===== config.mk =====
export PLATFORM = sky130hd
export DESIGN_NAME = spi_reg_bridge
export DESIGN_NICKNAME = d
export VERILOG_FILES = /design/src/rtl/spi_bridge_pkg.sv /design/src/rtl/spi_sync_edge.sv /design/src/rtl/spi_reg_bridge.sv
export SDC_FILE = /design/constraint.sdc
export NUM_CORES = 1
export LEC_CHECK = 0
export BUFFER_PORTS_ARGS = -buffer_cell sky130_fd_sc_hd__buf_2
export CORE_ASPECT_RATIO = 2
export CORE_MARGIN = 5
export CORE_UTILIZATION = 30
export DETAILED_ROUTE_END_ITERATION = 6
export PLACE_DENSITY = 0.53
export SYNTH_ARGS = -nofsm -noshare
export SYNTH_HDL_FRONTEND = slang
export SYNTH_SLANG_ARGS = --single-unit

===== constraint.sdc =====
create_clock -name clk -period 2.64 [get_ports clk]
set_input_delay 0.132 -clock clk [delete_from_list [all_inputs] [get_ports clk]]
set_output_delay 0.132 -clock clk [all_outputs]
set_load 0.02 [all_outputs]

===== src/rtl/spi_bridge_pkg.sv =====
// Shared types and frame constants for the SPI-to-register bridge.
package spi_bridge_pkg;

  localparam int unsigned FRAME_BITS = 32;
  localparam int unsigned HDR_BITS   = 16;
  localparam int unsigned DATA_BITS  = 16;
  localparam int unsigned FADDR_W    = 15;
  localparam int unsigned CNT_W      = 6;
  localparam int unsigned W_BIT      = 31;
  // Where the W bit sits in rx at the moment the 16th bit arrives (15 bits held).
  localparam int unsigned HDR_W_POS  = W_BIT - HDR_BITS - 1;

  typedef enum logic [2:0] {
    IDLE,
    CMD,
    FETCH,
    DATA,
    COMMIT,
    DONE
  } state_e;

endpackage


===== src/rtl/spi_sync_edge.sv =====
// N-stage synchroniser for an asynchronous input plus rise/fall pulses.
// Ports:
//   clk, rst  : system clock, synchronous active-high reset
//   d         : asynchronous input
//   q         : synchronised level
//   rise_c    : one-clk pulse when q goes 0->1 (combinational)
//   fall_c    : one-clk pulse when q goes 1->0 (combinational)
module spi_sync_edge #(
  parameter int unsigned STAGES = 2
) (
  input  logic clk,
  input  logic rst,
  input  logic d,
  output logic q,
  output logic rise_c,
  output logic fall_c
);

  logic [STAGES-1:0] sync_q;
  logic              hist_q;

  // Synchroniser chain plus one history flop for edge detection.
  always_ff @(posedge clk) begin
    if (rst) begin
      sync_q <= '0;
      hist_q <= 1'b0;
    end else begin
      sync_q <= {sync_q[STAGES-2:0], d};
      hist_q <= sync_q[STAGES-1];
    end
  end

  assign q      = sync_q[STAGES-1];
  assign rise_c = q & ~hist_q;
  assign fall_c = ~q & hist_q;

endmodule


===== src/rtl/spi_reg_bridge.sv =====
// SPI mode-0 slave that turns 32-bit frames into single-cycle accesses on a
// parallel register interface. SPI pins are oversampled in the clk domain.
// Ports:
//   clk, rst            : system clock, synchronous active-high reset
//   i_sclk/i_cs_n/i_mosi: asynchronous SPI inputs from the master
//   o_miso, o_miso_oe   : SPI slave data out and its output enable
//   o_addr, o_wdata     : register address / write data (held between frames)
//   o_wr                : one-clk write strobe
//   i_rdata             : registered read data, RD_LAT clk after o_addr
//   o_frame_err         : one-clk pulse when CS is released mid-frame
module spi_reg_bridge
  import spi_bridge_pkg::*;
#(
  parameter int unsigned SYNC_STAGES = 2,
  parameter int unsigned RD_LAT      = 1,
  parameter int unsigned ADDR_W      = 16
) (
  input  logic                 clk,
  input  logic                 rst,
  input  logic                 i_sclk,
  input  logic                 i_cs_n,
  input  logic                 i_mosi,
  output logic                 o_miso,
  output logic                 o_miso_oe,
  output logic [ADDR_W-1:0]    o_addr,
  output logic [DATA_BITS-1:0] o_wdata,
  output logic                 o_wr,
  input  logic [DATA_BITS-1:0] i_rdata,
  output logic                 o_frame_err
);

  localparam int unsigned WAIT_W = $clog2(RD_LAT + 2);

  state_e                 state_q, state_d;
  logic [CNT_W-1:0]       bit_cnt_q;
  logic [FRAME_BITS-1:0]  rx_q;
  logic [DATA_BITS-1:0]   tx_q;
  logic                   w_q;
  logic [WAIT_W-1:0]      wait_q;

  logic sclk_q, sclk_rise_c, sclk_fall_c;
  logic cs_q, cs_rise_c, cs_fall_c;
  logic mosi_q, mosi_rise_c, mosi_fall_c;

  logic start_c, abort_c, rx_shift_c, hdr_done_c, tx_load_c, tx_shift_c;
  logic frame_end_c;
  logic unused_c;

  spi_sync_edge #(.STAGES(SYNC_STAGES)) u_sync_sclk (
    .clk(clk), .rst(rst), .d(i_sclk),
    .q(sclk_q), .rise_c(sclk_rise_c), .fall_c(sclk_fall_c)
  );

  spi_sync_edge #(.STAGES(SYNC_STAGES)) u_sync_cs (
    .clk(clk), .rst(rst), .d(i_cs_n),
    .q(cs_q), .rise_c(cs_rise_c), .fall_c(cs_fall_c)
  );

  spi_sync_edge #(.STAGES(SYNC_STAGES)) u_sync_mosi (
    .clk(clk), .rst(rst), .d(i_mosi),
    .q(mosi_q), .rise_c(mosi_rise_c), .fall_c(mosi_fall_c)
  );

  assign unused_c = ^{sclk_q, mosi_rise_c, mosi_fall_c, rx_q[FRAME_BITS-1]};

  assign frame_end_c = sclk_rise_c && (bit_cnt_q == CNT_W'(FRAME_BITS - 1));

  // Next-state and per-cycle action decode.
  always_comb begin
    state_d    = state_q;
    start_c    = 1'b0;
    abort_c    = 1'b0;
    rx_shift_c = 1'b0;
    hdr_done_c = 1'b0;
    tx_load_c  = 1'b0;
    tx_shift_c = 1'b0;
    unique case (state_q)
      IDLE: begin
        if (cs_fall_c) begin
          start_c = 1'b1;
          state_d = CMD;
        end
      end
      CMD: begin
        if (cs_rise_c) begin
          abort_c = 1'b1;
          state_d = IDLE;
        end else if (sclk_rise_c) begin
          rx_shift_c = 1'b1;
          if (bit_cnt_q == CNT_W'(HDR_BITS - 1)) begin
            hdr_done_c = 1'b1;
            state_d    = rx_q[HDR_W_POS] ? DATA : FETCH;
          end
        end
      end
      FETCH: begin
        if (cs_rise_c) begin
          abort_c = 1'b1;
          state_d = IDLE;
        end else if (wait_q == WAIT_W'(RD_LAT)) begin
          tx_load_c = 1'b1;
          state_d   = DATA;
        end
      end
      DATA: begin
        // A CS release coinciding with the last rise still completes the frame.
        if (cs_rise_c && !frame_end_c) begin
          abort_c = 1'b1;
          state_d = IDLE;
        end else begin
          if (sclk_rise_c) begin
            rx_shift_c = 1'b1;
            if (frame_end_c) state_d = w_q ? COMMIT : DONE;
          end
          // The fall right after the last header bit leaves tx untouched.
          if (sclk_fall_c && (bit_cnt_q >= CNT_W'(HDR_BITS + 1))) tx_shift_c = 1'b1;
        end
      end
      COMMIT: state_d = DONE;
      // Level check so a CS release seen during COMMIT is not missed.
      DONE:   if (cs_q) state_d = IDLE;
      default: state_d = IDLE;
    endcase
  end

  // State, datapath and registered outputs.
  always_ff @(posedge clk) begin
    if (rst) begin
      state_q     <= IDLE;
      bit_cnt_q   <= '0;
      rx_q        <= '0;
      tx_q        <= '0;
      w_q         <= 1'b0;
      wait_q      <= '0;
      o_miso      <= 1'b0;
      o_miso_oe   <= 1'b0;
      o_addr      <= '0;
      o_wdata     <= '0;
      o_wr        <= 1'b0;
      o_frame_err <= 1'b0;
    end else begin
      state_q <= state_d;

      if (start_c) begin
        bit_cnt_q <= '0;
        rx_q      <= '0;
      end else if (rx_shift_c) begin
        bit_cnt_q <= bit_cnt_q + 1'b1;
        rx_q      <= {rx_q[FRAME_BITS-2:0], mosi_q};
      end

      if (hdr_done_c) begin
        w_q    <= rx_q[HDR_W_POS];
        o_addr <= ADDR_W'({rx_q[HDR_W_POS-1:0], mosi_q});
      end

      wait_q <= (state_q == FETCH) ? wait_q + 1'b1 : '0;

      if (tx_load_c)       tx_q <= i_rdata;
      else if (tx_shift_c) tx_q <= {tx_q[DATA_BITS-2:0], 1'b0};

      if (state_q == COMMIT) o_wdata <= rx_q[DATA_BITS-1:0];
      o_wr        <= (state_q == COMMIT);
      o_frame_err <= abort_c;
      o_miso      <= (state_q == DATA) && !w_q && tx_q[DATA_BITS-1];
      o_miso_oe   <= (state_q != IDLE) && !cs_q;
    end
  end

endmodule


Yosys cells after proc, flatten, opt, wreduce, memory -nomap -nowiden. Cells that the tools add are included.

Bitwise logic cells: 9. Mux-type cells: 34. Add/sub/neg operators: 2. Equal/unequal tests: 15. Magnitude comparators: 1. Reduce and logical (&&, ||, !) cells: 16.

Operators by type and width (number): 2-to-1 mux 16 bit (2); 2-to-1 mux 3 bit (10); 2-to-1 mux 1 bit (19); one-hot mux 3 bit (6 select lines) (1); != test 3 bit (second input constant) (5); AND reduction 7 bit (1); adder 6 x 1 -> 6 bit (second input constant) (1); equality test 3 x 2 -> 1 bit (second input constant) (2); equality test 3 bit (second input constant) (2); equality test 6 x 4 -> 1 bit (second input constant) (1); equality test 6 x 5 -> 1 bit (second input constant) (1); >= comparator 6 x 5 -> 1 bit (second input constant) (1); logical AND 1 bit (6); OR reduction 2 bit (3); inverter 1 bit (5); AND 1 bit (4); one-hot mux 1 bit (2 select lines) (2); equality test 3 x 1 -> 1 bit (second input constant) (1); zero test 1 bit (3); zero test 3 bit (1); nonzero test 3 bit (1); adder 2 x 1 -> 2 bit (second input constant) (1); equality test 2 x 1 -> 1 bit (second input constant) (1); != test 2 x 1 -> 1 bit (second input constant) (1); other kinds (2) (2).

Output and inout port bits: 36. Bits of input ports: 21. Word-level logic and storage cells: 94. Flip-flop bits (word level): 87.

Longest topological paths before layout.
Depth in word-level cells: 9. Mapped depth: 8. Depth with buffers taken out: 7.

Modules after synthesis. A second synthesis with hierarchy kept.

Cell total of the unflattened synthesis: 417. Area, all modules: 3652.3 um2.

By module, submodules not included: spi_reg_bridge (instances 1, seq. area each 1581.5 um2, cells an instance 393, area each 3378.2 um2); spi_sync_edge (instances 3, seq. area each 60.1 um2, cells an instance 8, area each 91.3 um2).

Worst setup path before layout. Ideal clock, no wire load.

Kind: reg2reg. From: reg bit_cnt_q[1]. To: reg tx_q[10]. Stages on the path, launching flop included: 9. Library setup time: 0.128 ns. Arrival: 1.688 ns. Slack: 0.824 ns. Required time: 2.512 ns. Period minus slack after synthesis: 1.816 ns. Path buffers: 1. Cell sequence: dfxtp_1 inv_1 ha_1 or4b_1 a21oi_2 nor3_4 buf_6 mux2i_1 o21ai_1.

Word-level cells in the longest chain between the ends: 7. Elaborated cells on any way between the ends: 10. Classes of those cells: 1 x order compare; 1 x eq/ne; 3 x mux; 5 x reduce/logical.

Ends and longest elaborated chain: from (decl) (line spi_reg_bridge.sv:35) `logic [CNT_W-1:0] bit_cnt_q;`; from (signal assigned) (line spi_reg_bridge.sv:148) `bit_cnt_q <= bit_cnt_q + 1'b1;`; parallel branches: the longest is 4 deep, another holds >= comparator 6 x 5 -> 1 bit; 2-to-1 mux 1 bit (*) (line spi_reg_bridge.sv:107) `if (cs_rise_c && !frame_end_c) begin`; 2-to-1 mux 1 bit (*) (line spi_reg_bridge.sv:77) `unique case (state_q)`; nonzero test 2 bit (no source line) (*); to (signal assigned) (line spi_reg_bridge.sv:159) `if (tx_load_c) tx_q <= i_rdata;`; to (signal assigned) (line spi_reg_bridge.sv:160) `else if (tx_shift_c) tx_q <= {tx_q[DATA_BITS-2:0], 1'b0};`; to (decl) (line spi_reg_bridge.sv:37) `logic [DATA_BITS-1:0] tx_q;`.

Mark *: on every way between the ends. A chain may end at the register's enable or synchronous reset.

Worst setup path in the final report.
From: reg bit_cnt_q[0]. To: reg bit_cnt_q[5].

Word-level cells in the longest chain between the ends: 6. Elaborated cells on any way between the ends: 7. Classes of those cells: 1 x add/sub; 1 x eq/ne; 2 x mux; 3 x reduce/logical.

Ends and longest elaborated chain: equality test 6 x 5 -> 1 bit (line spi_reg_bridge.sv:66) `assign frame_end_c = sclk_rise_c && (bit_cnt_q == CNT_W'(FRAME_BITS - 1));`; logical AND 1 bit (line spi_reg_bridge.sv:66); zero test 1 bit (line spi_reg_bridge.sv:107); logical AND 1 bit (line spi_reg_bridge.sv:107); 2-to-1 mux 1 bit (line spi_reg_bridge.sv:107); one-hot mux 1 bit (2 select lines) (line spi_reg_bridge.sv:77).

Parallel ways exist; a longest one is shown, timed or not.

==> reports/summary.json <==
{
  "run_status": "finished, final reports clean",
  "required_arrival_time_at_the_worst_endpoint_ns": 2.91,
  "final.setup_skew_ns": 0.00995,
  "power.sequential.fraction": 0.470,
  "rsz0062_at_grt": "no",
  "grt_util_all_layers": 0.128,
  "io-pin-count": 57,
  "timing.critical_path.to_type": "flip-flop",
  "class_of_the_most_critical_setup_path": "flip-flop to flip-flop",
  "vdd_ir_drop_max_v": 0.000346,
  "drv_slew": 0,
  "cts-buffers-inserted": 9,
  "total_routed_length_um": 8370,
  "timing.max_slew.rel_slack": 0.393,
  "antennaDiodeCount": 0,
  "drc_errors": 0,
  "critical_path_cell_sequence": "ha_1, and4b_4, and4_4, o21ai_2, or4_1, a21oi_1",
  "cts_repair_resize_count": 0,
  "max_cap_viols": 0,
  "worst-endpoint-arrival_ns": 2.47,
  "pwr-share-clk": 0.421,
  "finalHoldViolCount": 0,
  "die_w_um": 85.8,
  "synth_enable_flop_cells": 0,
  "p_sw_uw": 773,
  "static-leakage-power_uw": 0.00169,
  "dieArea_mm2": 0.0139,
  "post_dp_cell_area_mm2": 0.00383,
  "timing_worst_slew_pin_value_ns": 0.908,
  "grt_first_pass_wirelength_um": 13900,
  "post-synth-top-count-cell": "sky130_fd_sc_hd__nand2_1",
  "initial_core_util": 0.306,
  "critical_path.max_fanout": 20,
  "hpwl_detailed_um": 6020,
  "post-synth-top-area-cell": "sky130_fd_sc_hd__dfxtp_1",
  "syn-mean-instance-area_um2": 8.82,
  "post-layout-total-power_uw": 2950,
  "switching_share": 0.262,
  "synth.cells.most_frequent": "89 x sky130_fd_sc_hd__nand2_1, 87 x sky130_fd_sc_hd__dfxtp_1, 37 x sky130_fd_sc_hd__a21oi_1",
  "std_cell_rows": 55,
  "clock_path_buffers": 2,
  "layout-area-overhead-vs-synth_pct": 21.7,
  "synth_cell_type_count": 50,
  "dr_total_vias": 2852,
  "grt_antenna_before_repair": 0,
  "finalCriticalPeriod_ns": 2.20,
  "synth_seq_cells": 87,
  "syn-cell-area_mm2": 0.00345,
  "per_cell_routed_wire_length_um": 14.1,
  "grt_max_degree": 30,
  "setup_total_negative_slack_ns": 0,
  "grt-ovfl-total": 0,
  "max_freq_mhz": 454,
  "setup_viol": 0,
  "cts.sink_count": 87,
  "antenna_violating_nets_left": 0,
  "fp.coreArea_mm2": 0.0113,
  "crit_path_start_kind": "flip-flop",
  "critical_path.startpoint": "bit_cnt_q[0]$_SDFFE_PP0P_",
  "clock_tree_from_tritoncts": "built",
  "first_global_vias": 2960,
  "detailedRoute.firstPassIterationCount": 4,
  "design.final.nets": 471,
  "slowest_cp_cell": "sky130_fd_sc_hd__or4_1",
  "power_density_mw_per_mm2": 703,
  "critical_path_buf_inv_count": 0,
  "drt-vias-per-instance": 4.82,
  "p_int_uw": 2180,
  "clock_insertion_delay_worst_skew_ns": 0.34,
  "post_synth_net_total": 416,
  "post_synth_main_area_contributors": "sky130_fd_sc_hd__dfxtp_1 50%, sky130_fd_sc_hd__nand2_1 9.7%, sky130_fd_sc_hd__mux2i_1 9.0%, sky130_fd_sc_hd__a21oi_1 5.4%, sky130_fd_sc_hd__nor2_1 3.3%",
  "h-tree-depth": 3,
  "crit_path_max_incr_delay_ns": 0.57,
  "primary_ff_master_synth": "sky130_fd_sc_hd__dfxtp_1",
  "netlist_instances": 391,
  "period_share": 0.835,
  "timing.hold.worst.class": "input pin to flip-flop",
  "synth_top_cell_area_share": 0.505,
  "clockRootBuffer": "sky130_fd_sc_hd__clkbuf_16",
  "postSynth.asyncResetShare": 0,
  "crit-reg2reg-launch": "bit_cnt_q[0]$_SDFFE_PP0P_",
  "yosysWarningCount": 0,
  "synth-seq-area-share": 0.505,
  "clk_pin_slew_worst_paths_ns": 0.07,
  "finish.instance_area_mm2": 0.00420,
  "combinationalPowerShare": 0.109,
  "placement.io_buffers": 55,
  "final_hold_slack_ns": 0.0113,
  "gp_routability_congestion": 0.792,
  "min-delay-start": "i_rdata[14]",
  "first_iter_violations": 160,
  "dieHeight_um": 162,
  "final_layout_size_suffix_gt1_frac": 0.184,
  "timing.critical_path.max_delay_family": "simple AND/OR/NAND/NOR gates"
}
## worst register-to-register path, stage by stage, from the launching register on
cell and delay, ns:
sky130_fd_sc_hd__dfxtp_1 0.39, sky130_fd_sc_hd__ha_1 0.21, sky130_fd_sc_hd__and4b_4 0.29, sky130_fd_sc_hd__and4_4 0.28
sky130_fd_sc_hd__o21ai_2 0.24, sky130_fd_sc_hd__or4_1 0.57, sky130_fd_sc_hd__a21oi_1 0.15
## cell usage in the layout (no fill, tap or decap), types with 2 or more instances in the layout
| cell type | count |
|---|---|
| sky130_fd_sc_hd__a21oi_1 | 37 |
| sky130_fd_sc_hd__a31oi_1 | 2 |
| sky130_fd_sc_hd__and2b_1 | 2 |
| sky130_fd_sc_hd__and3_1 | 2 |
| sky130_fd_sc_hd__buf_2 | 55 |
| sky130_fd_sc_hd__buf_4 | 6 |
| sky130_fd_sc_hd__clkbuf_16 | 9 |
| sky130_fd_sc_hd__clkinv_4 | 2 |
| sky130_fd_sc_hd__dfxtp_1 | 87 |
| sky130_fd_sc_hd__dlygate4sd3_1 | 8 |
| sky130_fd_sc_hd__ha_1 | 4 |
| sky130_fd_sc_hd__inv_1 | 6 |
| sky130_fd_sc_hd__mux2i_1 | 31 |
| sky130_fd_sc_hd__nand2_1 | 89 |
| sky130_fd_sc_hd__nand2b_1 | 5 |
| sky130_fd_sc_hd__nand3b_1 | 2 |
| sky130_fd_sc_hd__nand4b_1 | 2 |
| sky130_fd_sc_hd__nor2_1 | 30 |
| sky130_fd_sc_hd__nor2b_1 | 11 |
| sky130_fd_sc_hd__nor3_1 | 5 |
| sky130_fd_sc_hd__nor4_1 | 2 |
| sky130_fd_sc_hd__o211ai_1 | 2 |
| sky130_fd_sc_hd__o21ai_1 | 15 |
| sky130_fd_sc_hd__o311a_1 | 2 |
| sky130_fd_sc_hd__o31ai_1 | 2 |
| sky130_fd_sc_hd__or4_1 | 2 |
| sky130_fd_sc_hd__xor2_1 | 2 |
## power by group through the flow
| stage | sequential [uW] | clock [uW] | combinational [uW] |
|---|---|---|---|
| after global placement | 1420 | 0 | 319 |
| after global routing | 1390 | 1320 | 357 |
| after detailed placement | 1420 | 0 | 320 |
| after floorplan | 1390 | 0 | 235 |
| after CTS | 1390 | 1280 | 330 |
| final | 1390 | 1240 | 323 |
## area by class of cell
type | instances | area (um^2)
Clock buffer | 10 | 229
Inverter | 6 | 22.5
Timing Repair Buffer | 69 | 400
Tap cell | 142 | 178
Sequential cell | 87 | 1740
Fill cell | 1208 | 7090
Clock inverter | 5 | 60.1
Multi-Input combinational cell | 273 | 1570
## repair_timing
item	4_1_cts	5_1_grt
buffers inserted	0	0
setup endpoints to repair	0	0
hold buffers	8	0
endpoints found under the hold margin	8	0
## final timing paths
path / slack [ns] / depth (start not counted) / endpoint
worst max-delay path: 0.44 / 6 / bit_cnt_q[5]$_SDFFE_PP0P_
worst min-delay path: 0.01 / 3 / tx_q[14]$_SDFFE_PP0P_
worst max register to register: 0.44 / 6 / bit_cnt_q[5]$_SDFFE_PP0P_
worst min register to register: 0.43 / 1 / wait_q[0]$_SDFF_PP0_
## cell families (layout without fill, tap and decap cells)
| group | count (synthesis) | in the layout | synth area share |
|---|---|---|---|
| AND/OR/NAND/NOR | 162 | 162 | 0.217 |
| XOR/XNOR | 3 | 3 | 0.00762 |
| other | 1 | 1 | 0.00109 |
| multiplexers | 31 | 31 | 0.0900 |
| adder cells (fa/ha/maj) | 4 | 4 | 0.0145 |
| buffers and inverters | 31 | 90 | 0.0413 |
| AO/OA/AOI/OAI | 72 | 72 | 0.123 |
| flip-flops | 87 | 87 | 0.505 |
## layer usage
metal	part of all wire	track usage
met1	0.39	0.129
met2	0.56	0.238
met3	0.022	0.0225
met4	0.034	0.0735
met5	0	0
## metrics by stage
stage | utilization | instances | setup WS (ns)
2_1_floorplan | - | 391 | 0.824
3_3_place_gp | 0.339 | 569 | 0.461
3_5_place_dp | 0.339 | 569 | 0.424
4_1_cts | 0.372 | 592 | 0.416
5_1_grt | 0.372 | 592 | 0.235
6_report | 0.372 | 592 | 0.436
## registers in the layout, summed over array words and instances (netlist names), 3 cells and up
register / count
state_q: 3
o_addr: 15
bit_cnt_q: 6
tx_q: 16
o_wdata: 16
rx_q: 16
No activity file was read; power rests on OpenSTA's default activity.
